===== src/rtl/pwm_softstart_ctrl.sv =====
// Soft-start sequencer for one half-bridge PWM generator: slews duty toward a clamped target
// one bounded step per carrier period, latches faults and ramps down cleanly on disable.
module pwm_softstart_ctrl #(
  parameter logic [20:0] STEP   = 21'd1,
  parameter logic [20:0] HP_RST = 21'd1000,
  parameter logic [20:0] DT_RST = 21'd10
) (
  input  logic        clk,
  input  logic        rst_n,
  input  logic        i_enable,
  input  logic        i_fault,
  input  logic        i_fault_clr,
  input  logic [20:0] i_tgt_duty,
  input  logic [20:0] i_tgt_half_period,
  input  logic [20:0] i_tgt_deadtime,
  output logic [20:0] o_duty,
  output logic [20:0] o_half_period,
  output logic [20:0] o_deadtime,
  output logic        o_protection,
  output logic [1:0]  o_state,
  output logic        o_period_tick,
  output logic        o_cfg_err
);

  typedef enum logic [2:0] {
    S_IDLE,
    S_RAMP,
    S_RUN,
    S_STOP,
    S_FAULT
  } state_t;

  state_t      r_state, w_stateNext;
  logic [21:0] r_pcnt, w_pcntNext;
  logic [20:0] r_duty, w_dutyNext;
  logic [20:0] r_hp, w_hpNext;
  logic [20:0] r_dt, w_dtNext;
  logic        r_prot, w_protNext;
  logic        r_tick, w_tickNext;
  logic        r_cfgErr, w_cfgErrNext;
  logic [1:0]  r_stateCode, w_stateCode;

  logic [20:0] w_dmax, w_target, w_diffUp, w_diffDown, w_slew, w_down;
  logic        w_running, w_wrap, w_cfgOk;

  // Ceiling keeps the on-time clear of the dead band; the target is the live request clamped to it.
  assign w_dmax     = (r_hp > r_dt + 21'd1) ? (r_hp - r_dt - 21'd1) : 21'd0;
  assign w_target   = (i_tgt_duty < w_dmax) ? i_tgt_duty : w_dmax;
  assign w_diffUp   = (w_target > r_duty) ? (w_target - r_duty) : 21'd0;
  assign w_diffDown = (r_duty > w_target) ? (r_duty - w_target) : 21'd0;
  assign w_down     = (r_duty > STEP) ? (r_duty - STEP) : 21'd0;
  assign w_running  = (r_state == S_RAMP) || (r_state == S_RUN) || (r_state == S_STOP);
  assign w_wrap     = w_running && (r_pcnt == ({1'b0, r_hp} << 1) - 22'd1);
  assign w_cfgOk    = (i_tgt_half_period >= 21'd4) &&
                      (i_tgt_deadtime < i_tgt_half_period - 21'd1);

  always_comb begin
    w_slew = r_duty;
    if (w_diffUp != 21'd0) begin
      w_slew = r_duty + ((w_diffUp > STEP) ? STEP : w_diffUp);
    end else if (w_diffDown != 21'd0) begin
      w_slew = r_duty - ((w_diffDown > STEP) ? STEP : w_diffDown);
    end
  end

  always_comb begin
    w_stateNext  = r_state;
    w_pcntNext   = r_pcnt;
    w_dutyNext   = r_duty;
    w_hpNext     = r_hp;
    w_dtNext     = r_dt;
    w_protNext   = r_prot;
    w_tickNext   = w_wrap;
    w_cfgErrNext = r_cfgErr & ~i_fault_clr;

    if (w_running) begin
      w_pcntNext = w_wrap ? 22'd0 : r_pcnt + 22'd1;
    end

    // Fault outranks enable changes and any tick landing on the same edge.
    if (i_fault) begin
      w_stateNext = S_FAULT;
      w_pcntNext  = 22'd0;
      w_dutyNext  = 21'd0;
      w_protNext  = 1'b1;
      w_tickNext  = 1'b0;
    end else begin
      case (r_state)
        S_IDLE: begin
          w_dutyNext = 21'd0;
          w_protNext = 1'b1;
          w_pcntNext = 22'd0;
          if (i_enable) begin
            if (w_cfgOk) begin
              w_hpNext    = i_tgt_half_period;
              w_dtNext    = i_tgt_deadtime;
              w_protNext  = 1'b0;
              w_stateNext = S_RAMP;
            end else begin
              w_cfgErrNext = 1'b1;
            end
          end
        end
        S_RAMP, S_RUN: begin
          if (!i_enable) begin
            w_stateNext = S_STOP;
            if (w_wrap) w_dutyNext = w_down;
          end else if (w_wrap) begin
            w_dutyNext = w_slew;
            if (r_state == S_RAMP && w_slew == w_target) w_stateNext = S_RUN;
          end
        end
        S_STOP: begin
          if (i_enable) begin
            w_stateNext = S_RAMP;
          end else if (w_wrap) begin
            if (r_duty == 21'd0) begin
              w_stateNext = S_IDLE;
              w_protNext  = 1'b1;
              w_pcntNext  = 22'd0;
            end else begin
              w_dutyNext = w_down;
            end
          end
        end
        S_FAULT: begin
          w_dutyNext = 21'd0;
          w_protNext = 1'b1;
          w_pcntNext = 22'd0;
          if (i_fault_clr) w_stateNext = S_IDLE;
        end
        default: begin
          w_stateNext = S_IDLE;
          w_protNext  = 1'b1;
          w_dutyNext  = 21'd0;
          w_pcntNext  = 22'd0;
        end
      endcase
    end

    case (w_stateNext)
      S_IDLE:  w_stateCode = 2'd0;
      S_RUN:   w_stateCode = 2'd2;
      S_FAULT: w_stateCode = 2'd3;
      default: w_stateCode = 2'd1;
    endcase
  end

  always_ff @(posedge clk or negedge rst_n) begin
    if (!rst_n) begin
      r_state     <= S_IDLE;
      r_pcnt      <= 22'd0;
      r_duty      <= 21'd0;
      r_hp        <= HP_RST;
      r_dt        <= DT_RST;
      r_prot      <= 1'b1;
      r_tick      <= 1'b0;
      r_cfgErr    <= 1'b0;
      r_stateCode <= 2'd0;
    end else begin
      r_state     <= w_stateNext;
      r_pcnt      <= w_pcntNext;
      r_duty      <= w_dutyNext;
      r_hp        <= w_hpNext;
      r_dt        <= w_dtNext;
      r_prot      <= w_protNext;
      r_tick      <= w_tickNext;
      r_cfgErr    <= w_cfgErrNext;
      r_stateCode <= w_stateCode;
    end
  end

  assign o_duty        = r_duty;
  assign o_half_period = r_hp;
  assign o_deadtime    = r_dt;
  assign o_protection  = r_prot;
  assign o_state       = r_stateCode;
  assign o_period_tick = r_tick;
  assign o_cfg_err     = r_cfgErr;

endmodule


===== config.mk =====
export PLATFORM = sky130hd
export DESIGN_NAME = pwm_softstart_ctrl
export DESIGN_NICKNAME = d
export VERILOG_FILES = /design/src/rtl/pwm_softstart_ctrl.sv
export SDC_FILE = /design/constraint.sdc
export NUM_CORES = 1
export LEC_CHECK = 0
export CAP_MARGIN = 20
export CORE_MARGIN = 2
export CORE_UTILIZATION = 25
export DETAILED_ROUTE_END_ITERATION = 8
export PLACE_DENSITY = 0.47
export SKIP_LAST_GASP = 1
export SYNTH_ARGS = -nofsm -noshare
export SYNTH_HDL_FRONTEND = slang
export SYNTH_SLANG_ARGS = --single-unit

===== constraint.sdc =====
create_clock -name clk -period 25.2 [get_ports clk]
set_input_delay 3.78 -clock clk [delete_from_list [all_inputs] [get_ports clk]]
set_output_delay 3.78 -clock clk [all_outputs]
set_load 0.005 [all_outputs]

Word level (Yosys, flattened, before mapping)
Cells that the tools add are included.
- muxes and demuxes: 48
- reductions and logical operators: 14
- equal/unequal tests: 14
- multiply operators: 0
- divide/modulo/power cells: 0
- add/sub/neg operators: 11
- magnitude comparators: 9
- bitwise operators: 3
- shift-type cells: 0
- operators with widths (operator ; number):
    $mux W21 ; 16
    $mux W22 ; 6
    $sub A21 B21 Y21 ; 4
    $gt A21 B1 Y1 const B ; 3
    $gt A21 B21 Y1 ; 3
    $sub A21 B1 Y21 const B ; 3
    $pmux W22 S2 ; 1
    $lt A21 B21 Y1 ; 2
    $pmux W21 S2 ; 1
    $reduce_bool A21 Y1 ; 2
    $mux W3 ; 10
    $add A22 B1 Y22 const B ; 1
    $eq A22 B22 Y1 ; 1
    $sub A22 B1 Y22 const B ; 1
    $add A21 B1 Y21 const B ; 1
    $add A21 B21 Y21 ; 1
    $eq A21 B21 Y1 ; 1
    $ge A21 B3 Y1 const B ; 1
    $logic_not A21 Y1 ; 1
    $ne A3 B3 Y1 const B ; 4
    $pmux W3 S4 ; 1
    $reduce_and A4 Y1 ; 3
    $mux W1 ; 11
    $eq A3 B2 Y1 const B ; 3
    12 further kinds ; 18
- memory bits (read-only): 0
- memories kept: 0
- input port bits: 68
- bits in registers: 93
- output and inout port bits: 68
- logic and storage cells: 108
- latch bits: 0
- bits in writable memories: 0

Depth between registers and ports, before layout
Gate-level depths: netlist (run 1).
- depth after elaboration: 21
- gate-level depth with buffers: 63
- gate-level depth less buffers: 58

Worst setup path after synthesis (run 1)
No wires, ideal clock.
- kind: input to register
- start: input port i_tgt_duty[6]
- end: register r_stateCode[0], in the netlist o_state[0]
- data required time: 25.082 ns
- data arrival time: 11.984 ns
- stages on the path: 41
- setup slack: 13.098 ns
- cells stage by stage: ha_1 > a211oi_1 > o21ai_0 > a221o_1 > a21oi_1 > o21ai_0 > or2_2 > buf_2 > buf_2 > mux2i_1 > inv_1 > ha_1 > nand2b_1 > a21oi_1 > o21ai_0 > mux2_2 > a211oi_1 > nand4_1 > [... 5 more ...] > fa_1 > a211oi_1 > o21ai_0 > a31oi_1 > o21ai_0 > nor4_1 > nor2_1 > a21o_1 > a21oi_1 > xnor2_1 > a221oi_1 > a31o_2 > o2111ai_1 > nor4_2 > nand4_1 > a2111oi_2 > o221ai_2 > a21o_1
- cells in the longest elaborated chain, start to end: 18
- elaborated cells on any way between the ends: 29
- classes of those cells: add/sub (4); order compare (5); eq/ne (3); mux (13); reduce/logical (4)
- ends and longest elaborated chain (item ; RTL line ; RTL):
    start: declaration ; 13 ; input logic [20:0] i_tgt_duty,
    $lt A21 B21 Y1 ; 48 ; assign w_target = (i_tgt_duty < w_dmax) ? i_tgt_duty : w_dmax;
    $mux W21 * ; 48 ;
    $sub A21 B21 Y21 or $gt A21 B21 Y1 (tied branches) ; 50 ; assign w_diffDown = (r_duty > w_target) ? (r_duty - w_target) : 21'd0;
    $mux W21 ; 50 ;
    $gt A21 B1 Y1 ; 62 ; w_slew = r_duty - ((w_diffDown > STEP) ? STEP : w_diffDown);
    $mux W21 ; 62 ;
    $sub A21 B21 Y21 ; 62 ;
    $mux W21 ; 61 ; end else if (w_diffDown != 21'd0) begin
    [... 3 more ...] ; n/a ;
    $mux W3 * ; 110 ; if (r_state == S_RAMP && w_slew == w_target) w_stateNext = S_RUN;
    $mux W3 * ; 108 ; end else if (w_wrap) begin
    $mux W3 * ; 105 ; if (!i_enable) begin
    $pmux W3 S4 * ; 88 ; case (r_state)
    $mux W3 * ; 81 ; if (i_fault) begin
    $eq A3 B3 Y1, or another cell as far along ; 141 ; case (w_stateNext)
    $pmux W2 S3 * ; 141 ;
    net w_stateCode[0] ; 41 ; logic [1:0] r_stateCode, w_stateCode;
    end signal: assignment ; 169 ; r_stateCode <= w_stateCode;
    end: declaration ; 41 ;
Mark *: on every way through the listed nets, which the timed path passes. The rest lies on a longest branch.
A chain may end at the register's enable or synchronous reset.

Final worst setup path (run 1)
- start: register r_dt[6], in the netlist o_deadtime[6]
- end: register r_stateCode[0], in the netlist o_state[0]
- cells in the longest elaborated chain, start to end: 21
- elaborated cells on any way between the ends: 34
- classes of those cells: add/sub (7); order compare (6); eq/ne (3); mux (14); reduce/logical (4)
- ends and longest elaborated chain (item ; RTL line ; RTL):
    start: declaration ; 37 ; logic [20:0] r_dt, w_dtNext;
    start signal: assignment ; 165 ; r_dt <= w_dtNext;
    $sub A21 B21 Y21 or $add A21 B1 Y21 (tied branches) ; 47 ; assign w_dmax = (r_hp > r_dt + 21'd1) ? (r_hp - r_dt - 21'd1) : 21'd0;
    $sub A21 B1 Y21 or $gt A21 B21 Y1 (tied branches) ; 47 ;
    $mux W21 * ; 47 ;
    $lt A21 B21 Y1 ; 48 ;
    $mux W21 * ; 48 ;
    $sub A21 B21 Y21 or $gt A21 B21 Y1 (tied branches) ; 50 ;
    $mux W21 ; 50 ;
    $gt A21 B1 Y1 ; 62 ;
    [... 6 more ...] ; n/a ;
    $mux W3 * ; 110 ;
    $mux W3 * ; 108 ;
    $mux W3 * ; 105 ;
    $pmux W3 S4 * ; 88 ;
    $mux W3 * ; 81 ;
    $eq A3 B3 Y1, or another cell as far along ; 141 ;
    $pmux W2 S3 * ; 141 ;
    net w_stateCode[0] ; 41 ;
Marked as above.

==> results.rst, run 1 <==
.. list-table::
   :header-rows: 1

   * - Metric
     - Value
   * - Smallest setup slack after layout
     - approximately 9.3 ns
   * - Mux contribution to synthesized area
     - about 5.0%
   * - Vertical extent of the die
     - approximately 240 µm
   * - CP endpoint kind
     - flip-flop
   * - Prevailing post-synth register cell
     - sky130_fd_sc_hd__dfrtp_1
   * - H-tree depth
     - 3
   * - Count of input and output buffers
     - about 140
   * - Cts repair resizes
     - 0
   * - Relative max-transition margin
     - around a quarter
   * - CP Data Arrival Time
     - 16.18 ns
   * - Worst Setup EP
     - o_state[0]
   * - Pin count of the biggest net entering global routing
     - 50
   * - Distinct cell type count of the synthesized netlist
     - between 90 and 100
   * - Total clock sinks
     - 93
   * - Met2 capacity usage during global routing
     - about a third
   * - Setup Crit Path Kind
     - reg2reg
   * - Share of total power consumed by net switching
     - between 50% and 60%
   * - Worst reg2reg path depth
     - 55
   * - DIE AREA
     - approximately 57000 µm²
   * - Global-route total usage across every layer
     - 19.68%
   * - Highest fanout seen on the critical path
     - 24
   * - Number of synthesized register bits
     - 93
   * - Hold Path Class
     - reg2reg
   * - X dimension of the die
     - 239.6 µm
   * - Fillers
     - between 6000 and 7000
   * - Proportion of power drawn by combinational gates
     - between 80 and 90%
   * - Internal power of the cells
     - 954.0 µW
   * - Average wire length per cell after detail routing
     - 20.88 µm
   * - Power density over the cells
     - roughly 140 nW/µm²
   * - Most common library cell in the layout ignoring fill and taps
     - sky130_fd_sc_hd__nor2_1
   * - Reg-to-reg critical path endpoint
     - o_state[0]
   * - Overflow left after global routing
     - 0
   * - Post-synthesis instance area
     - about 14000 µm²
   * - Skew-Pair Late Insertion Delay
     - approximately 0.39 ns
   * - Vias per cell
     - 5.212
   * - Required time of the critical path
     - about 25 ns
   * - Hold slack
     - 0.4936 ns
   * - Upper clock frequency limit
     - ~63 MHz
   * - Number of detailed-route iterations in the first pass
     - 9
   * - Slew of the pin with the lowest slew margin
     - 1.110 ns
   * - Hold-fix buffers at CTS
     - 0
   * - Tcrit/Tclk final
     - between 60% and 70%
   * - Final setup violating endpoints
     - 0
   * - Hold violation count in the final report
     - 0
   * - Synthesized area per cell
     - 7.630 µm²
   * - Sequential cell area in the final layout
     - around 2300 µm²
   * - Setup repair bufs after CTS
     - 0
   * - Fraction of the mapped netlist area in simple logic gates
     - between 20% and 30%
   * - Grt met1 use
     - approximately a quarter
   * - CTS Root Buffer Type
     - sky130_fd_sc_hd__clkbuf_16
   * - Last weighted congestion value of the routability-driven placer
     - ~0.96
   * - Crit path largest cell delay
     - about 0.9 ns
   * - Worst r2r src
     - o_deadtime[6]
   * - Number of standard-cell rows in the floorplan
     - 86
   * - Clock buffer count from CTS
     - 9
   * - Number of inserted diodes
     - 0
   * - EDFF count, synth
     - 0
   * - Cell type of the slowest stage on the worst timing path
     - sky130_fd_sc_hd__mux2i_1
   * - Clock buffer depth
     - 2
   * - Detailed placement HPWL
     - roughly 46000 µm
   * - Fraction of final layout cells with drive strength greater than 1
     - under 10%
   * - Overall routed net length
     - ~57000 µm
   * - Setup Total Neg Slack
     - 0 ns
   * - Post-layout minimum cycle time
     - around 16 ns
   * - Area taken by multi-input logic gates
     - 10970 µm²
   * - DRC
     - 0
   * - Area share of xor/xnor cells in the synthesized design
     - a little over a tenth
   * - Clock tree from TritonCTS
     - done
   * - Warnings from Yosys
     - 0
   * - Number of maximum-capacitance violations
     - 0
   * - Antenna violations before repair
     - 5
   * - Largest family of logic cells by synthesized area
     - compound AO/OA/AOI/OAI gates
   * - Clock slew at reported path FFs
     - ~0.07 ns
   * - Net count reported at finish
     - 2199
   * - Boundary Pins
     - 136
   * - Net Switching
     - 1267 µW
   * - Fraction of met3 tracks used by global routing
     - around 4.2%
   * - Most used routing layer
     - met2
   * - Clock power share
     - 7.1%
   * - Leakage power
     - just under 0.007 µW
   * - RSZ-0062 raised after global routing
     - false
   * - Initial standard-cell utilization of the core
     - between 20% and 30%
   * - Fraction of power consumed by sequential logic
     - roughly a tenth
   * - Element type at the critical path start
     - flip-flop
   * - Core Footprint
     - 54990 µm²
   * - Share of synthesized registers carrying an async set or reset
     - between 90% and 100%
   * - Area overhead of the layout relative to synthesis
     - 18.52%
   * - Global-route wire length before repair
     - about 85000 µm
   * - Post-route antenna net violation count
     - 0
   * - Outcome
     - finished, final reports clean
   * - Worst vdd rail ir drop
     - roughly 0.11 mV
   * - Final Skew
     - around 0.014 ns
   * - Via count of the first global-routing pass
     - roughly 14000
   * - Final design utilization
     - 29.90%
   * - CP Launch Point
     - o_deadtime[6]
   * - Vias
     - ~14000
   * - Compound-cell area share of the yosys netlist
     - 23.82%
   * - Reg-to-reg slack, setup
     - ~9.3 ns
   * - Most used cells in the layout excluding fill and tap cells
     - sky130_fd_sc_hd__nor2_1, sky130_fd_sc_hd__ha_1, sky130_fd_sc_hd__a21oi_1, sky130_fd_sc_hd__clkdlybuf4s50_1, sky130_fd_sc_hd__nand2_1
   * - Adder-cell share of the synthesized area
     - around 16%
   * - Slew Limit Fails
     - 0
   * - Portion of the post-synthesis area used by sequential elements
     - ~17%
   * - Mapped Cells
     - between 1500 and 2000
   * - Setup slack after placement
     - around 9.5 ns
   * - Violation count after the first detailed-routing iteration
     - 1098
synthesized netlist by cell type (21+ instances only):
library cell,number,share of area (%)
sky130_fd_sc_hd__inv_1,114,3.1
sky130_fd_sc_hd__nor2_1,192,5.2
sky130_fd_sc_hd__nand4_1,39,1.8
sky130_fd_sc_hd__a21oi_1,153,5.5
sky130_fd_sc_hd__clkbuf_1,34,0.92
sky130_fd_sc_hd__nand2_1,131,3.5
sky130_fd_sc_hd__ha_1,170,15
sky130_fd_sc_hd__o21ai_0,121,4.4
sky130_fd_sc_hd__dfrtp_1,84,15
sky130_fd_sc_hd__mux2_2,43,3.5
sky130_fd_sc_hd__nor4_1,24,1.1
sky130_fd_sc_hd__nor3_1,54,1.9
sky130_fd_sc_hd__a21o_1,37,2.0
sky130_fd_sc_hd__mux2i_1,21,1.5
sky130_fd_sc_hd__o21a_1,26,1.4
sky130_fd_sc_hd__xnor2_1,119,7.5
sky130_fd_sc_hd__nand3_1,52,1.9
sky130_fd_sc_hd__xor2_1,52,3.3
sequential cells by signal (all words and copies together) (netlist names):
signal,flops
o_state,2
o_half_period,21
r_pcnt,22
r_state,3
o_period_tick,1
o_protection,1
o_cfg_err,1
o_deadtime,21
o_duty,21
power by group through the flow:
stage | Clock [µW] | Combinational, µW | Sequential [µW]
floorplan | 0 | 1290 | 214
finish | 158 | 1830 | 236
detailed placement | 0 | 1790 | 239
global route | 169 | 2000 | 241
CTS | 163 | 1800 | 236
global placement | 0 | 1790 | 240
cells by family (layout without fill, tap and decap cells):
family / Yosys count / count (layout)
other: 2 / 40
AOI/OAI and AO/OA: 515 / 515
and+or+nand+nor: 624 / 624
xor gates and xnor gates: 171 / 171
muxes: 64 / 64
adders and majority gates: 176 / 176
buffers and inverters: 173 / 278
DFF: 93 / 93
layout make-up:
| cell class | count | area share [%] |
|---|---|---|
| clock inverters | 6 | 0.5632 |
| multi-input cells | 1590 | 66.71 |
| clock buffers | 10 | 1.454 |
| repair buffers | 146 | 8.706 |
| inverters | 116 | 2.648 |
| well taps | 748 | 5.693 |
| flip-flops and latches | 93 | 14.22 |
metal layers:
metal,vias up,routed length (µm),part of all wire [%]
met2,401,26490,47
li1,6849,-,-
met5,-,53,0.094
met4,10,2076,3.7
met1,6750,24860,44
met3,110,3086,5.5
how the worst min path moves through the flow:
stage / slack, ns / startpoint / endpoint / cells past startpoint
finish: 0.49 / o_cfg_err / o_cfg_err / 1
global route: 0.52 / o_cfg_err / o_cfg_err / 1
CTS: 0.50 / o_cfg_err / o_cfg_err / 1
detailed placement: 0.48 / o_cfg_err / o_cfg_err / 1
global placement: 0.48 / o_cfg_err / o_cfg_err / 1
floorplan: 0.48 / o_cfg_err / o_cfg_err / 1
critical path, delay by kind of cell (launching register included):
kind	cells	cell delay [ns]
AO/OA/AOI/OAI	18	4.59
AND/OR/NAND/NOR	24	6.71
XOR/XNOR	3	0.36
flip-flops	1	0.42
adder cells (fa/ha/maj)	5	1.88
buffers and inverters	4	0.93
multiplexers	1	0.89
per-stage QoR:
| stage | total power, µW | cells | area, µm² |
|---|---|---|---|
| 6_report | 2221 | 2709 | 16440 |
| 5_1_grt | 2408 | 2709 | 16440 |
| 4_1_cts | 2200 | 2709 | 16440 |
| 3_5_place_dp | 2026 | 2693 | 16110 |
| 3_3_place_gp | 2034 | 2693 | 16110 |
| 2_1_floorplan | 1508 | 1856 | 14010 |
Note: power is estimated with default switching activity, not from simulation.
==> run 2, diff against run 1 <==
- PLACE_DENSITY: 0.47 -> 0.49
- clock period: 25.2 -> 13.87 ns (I/O delays scaled with it)
==> run 2 against run 1 <==
Global-route usage down 0.19 points. Combinational power up 96%. Clock skew down 0.00051 ns. Worst hold slack better by 0.0082 ns. Sequential share of layout area down 0.31 points. Via count up 1.4%. First-iteration DRC count down 0.73%. Clock power up 82%. Clock-buffer cell count down 1. Cell area up 2.2%. Critical path type unchanged. Largest cell class unchanged. Largest power group unchanged.
==> results.rst, run 2 (synthesized netlist as in run 1, its figures left out) <==
.. list-table::
   :header-rows: 1

   * - Metric
     - Value
   * - CP Data Arrival Time
     - 13.30 ns (-2.88 ns)
   * - Skew-Pair Late Insertion Delay
     - 0.39 ns (about the same)
   * - Total routed wire length on the met1 layer
     - 24500 µm (-1.5%)
   * - X dimension of the die
     - 239.6 µm (unchanged)
   * - Overflow left after global routing
     - 0 (unchanged)
   * - Via count of the first global-routing pass
     - 14070 (+0.18%)
   * - Hold-fix buffers at CTS
     - 0 (unchanged)
   * - Number of inserted diodes
     - 0 (unchanged)
   * - Highest layer used for signal routing
     - met5
   * - Most used cells in the layout excluding fill and tap cells
     - sky130_fd_sc_hd__nor2_1, sky130_fd_sc_hd__ha_1, sky130_fd_sc_hd__a21oi_1, sky130_fd_sc_hd__clkdlybuf4s50_1, sky130_fd_sc_hd__nand2_1
   * - Pin count of the biggest net entering global routing
     - 52 (+4.0%)
   * - Smallest setup slack after layout
     - 0.8488 ns (-8.444 ns)
   * - Post-layout minimum cycle time
     - 13.02 ns (-2.886 ns)
   * - Met2 layer wire length in the routed design
     - 26420 µm (-0.25%)
   * - DIE AREA
     - 57390 µm² (unchanged)
   * - Global-route wire length before repair
     - 85420 µm (+0.41%)
   * - Number of cells in the finished layout apart from fillers
     - 2733 (+0.89%)
   * - H-tree depth
     - 3 (unchanged)
   * - Highest fanout seen on the critical path
     - 14 (-42%)
   * - Clock tree from TritonCTS
     - done
   * - Area overhead of the layout relative to synthesis
     - 21.13%
   * - Flip-flop count of the largest register, all copies and words added
     - 22 (unchanged)
   * - Slew Limit Fails
     - 0 (unchanged)
   * - Number of maximum-capacitance violations
     - 0 (unchanged)
   * - Tcrit/Tclk final
     - 93.88% (+31 points)
   * - Last weighted congestion value of the routability-driven placer
     - 0.9037 (-5.6%)
   * - CTS Root Buffer Type
     - sky130_fd_sc_hd__clkbuf_16
   * - Hold violation count in the final report
     - 0 (unchanged)
   * - Post-route antenna net violation count
     - 0 (unchanged)
   * - DRC
     - 0 (unchanged)
   * - Cell type of the slowest stage on the worst timing path
     - sky130_fd_sc_hd__or4_1
   * - Antenna violations before repair
     - 3 (-2)
   * - Placed Cells
     - 2709 (+0.59%)
   * - Most common library cell in the layout ignoring fill and taps
     - sky130_fd_sc_hd__nor2_1
   * - Core Footprint
     - 54990 µm² (unchanged)
   * - Detailed placement HPWL
     - 45580 µm (-1.7%)
   * - Clock buffer count from CTS
     - 9 (unchanged)
   * - Power density over the cells
     - 256.0 nW/µm² (+89%)
   * - Relative max-transition margin
     - 26.21% (+2.3 points)
   * - Average wire length per cell after detail routing
     - 20.40 µm (-2.3%)
   * - Fillers
     - 5977 (-0.75%)
   * - Hold Path Class
     - reg2reg
   * - Fraction of final layout cells with drive strength greater than 1
     - 9.018% (+2.9 points)
   * - Post-route cell area
     - 16800 µm² (+2.2%)
   * - Slew of the pin with the lowest slew margin
     - 1.098 ns (-0.01142 ns)
   * - Overall routed net length
     - 55760 µm (-1.4%)
   * - Count of input and output buffers
     - 135 (unchanged)
   * - Violation count after the first detailed-routing iteration
     - 1090 (-0.73%)
   * - Setup Total Neg Slack
     - 0 ns (unchanged)
   * - Met3 wirelength from detailed routing
     - 2901 µm (-6.0%)
   * - Crit path largest cell delay
     - 0.54 ns (-0.35 ns)
   * - Required time of the critical path
     - 14.15 ns (-11.33 ns)
   * - Final setup violating endpoints
     - 0 (unchanged)
   * - Outcome
     - finished, final reports clean
   * - CP endpoint kind
     - flip-flop
   * - Top register by number of flip-flops
     - r_pcnt
   * - Leakage power
     - 0.006974 µW (+1.8%)
   * - Global-route total usage across every layer
     - 19.49% (-0.19 points)
   * - Setup slack after placement
     - 0.02712 ns (-9.463 ns)
   * - Worst vdd rail ir drop
     - 0.2057 mV (+79%)
   * - Element type at the critical path start
     - flip-flop
   * - Number of standard-cell rows in the floorplan
     - 86 (unchanged)
   * - Vias
     - 14310 (+1.4%)
   * - Clock slew at reported path FFs
     - 0.07 ns (about the same)
   * - Net count reported at finish
     - 2223 (+1.1%)
   * - Setup Crit Path Kind
     - reg2reg
   * - Initial standard-cell utilization of the core
     - 25.23% (unchanged)
   * - Clock buffer depth
     - 2 (unchanged)
   * - Upper clock frequency limit
     - 76.80 MHz (+22%)
   * - Vias per cell
     - 5.237 (+0.48%)
   * - Total clock sinks
     - 93 (unchanged)
   * - Vertical extent of the die
     - 239.6 µm (unchanged)
   * - Final Skew
     - 0.01343 ns (-0.0005135 ns)
   * - Most numerous cell on the critical path
     - sky130_fd_sc_hd__nand3_1
   * - Boundary Pins
     - 136 (unchanged)
   * - Total placed instance area
     - 16230 µm² (+0.75%)
   * - Number of detailed-route iterations in the first pass
     - 5 (-4)
run 2: cell types whose count changed in the layout (fill, tap and decap cells not counted), moves of 4 or more:
cell,change
sky130_fd_sc_hd__buf_4,+22
sky130_fd_sc_hd__mux2i_1,-4
sky130_fd_sc_hd__ha_2,+9
sky130_fd_sc_hd__ha_1,-10
sky130_fd_sc_hd__a21oi_1,-4
run 2: final cells by class:
class                           instances  area, µm²  area share (%)
Clock inverter                          7      102.6          0.6106
Inverter                              116      435.4           2.591
Timing Repair Buffer                  169       1602           9.531
Sequential cell                        93       2338           13.92
Multi-Input combinational cell       1591      11160           66.44
Clock buffer                            9      225.2           1.340
Tap cell                              748      935.9           5.570
run 2: worst paths after layout:
kind / start / endpoint / slack, ns / depth (start not counted)
max reg2reg: o_deadtime[6] / o_state[0] / 0.85 / 54
min: o_cfg_err / o_cfg_err / 0.50 / 1
min reg2reg: o_cfg_err / o_cfg_err / 0.50 / 1
min in group asynchronous: rst_n / o_half_period[17] / 1.69 / 1
max in group asynchronous: rst_n / o_half_period[0] / 11.10 / 2
max: o_deadtime[6] / o_state[0] / 0.85 / 54
run 2: through the flow:
step | util, % | total power, µW | hold slack [ns]
floorplan | - | 2740 | 0.4783
finish | 30.56 | 4301 | 0.5018
global placement | 29.52 | 3801 | 0.4794
detailed placement | 29.52 | 3776 | 0.4926
CTS | 30.12 | 4098 | 0.5084
global route | 30.56 | 4660 | 0.5180
run 2: layer usage:
metal / global-route usage, % / vias to the layer above
met5: 0 / -
met4: 7.045 / 6
met3: 3.354 / 96
met2: 32.93 / 416
met1: 24.80 / 6909
li1: - / 6886
run 2: critical path, delay by kind of cell, from the launching register on:
| family | cells | cell delay [ns] |
|---|---|---|
| simple gates | 23 | 5.12 |
| compound gates | 19 | 4.54 |
| fa+ha+maj | 5 | 1.72 |
| buf+inv | 4 | 0.58 |
| flops | 1 | 0.41 |
| mux | 1 | 0.32 |
| xor+xnor | 2 | 0.22 |
run 2: timing repair:
action,CTS,global route
buffers inserted,0,6
pin swaps,0,1
setup endpoints to repair,3,11
resized for setup,1,47
cloned,0,1
run 2: where the power goes:
part	leakage, µW	internal [µW]	total (µW)	switching, µW
sequential	0.00120	320	427	107
clock	0.000163	161	287	126
combinational	0.00562	1400	3590	2190
total	0.00697	1880	4300	2420
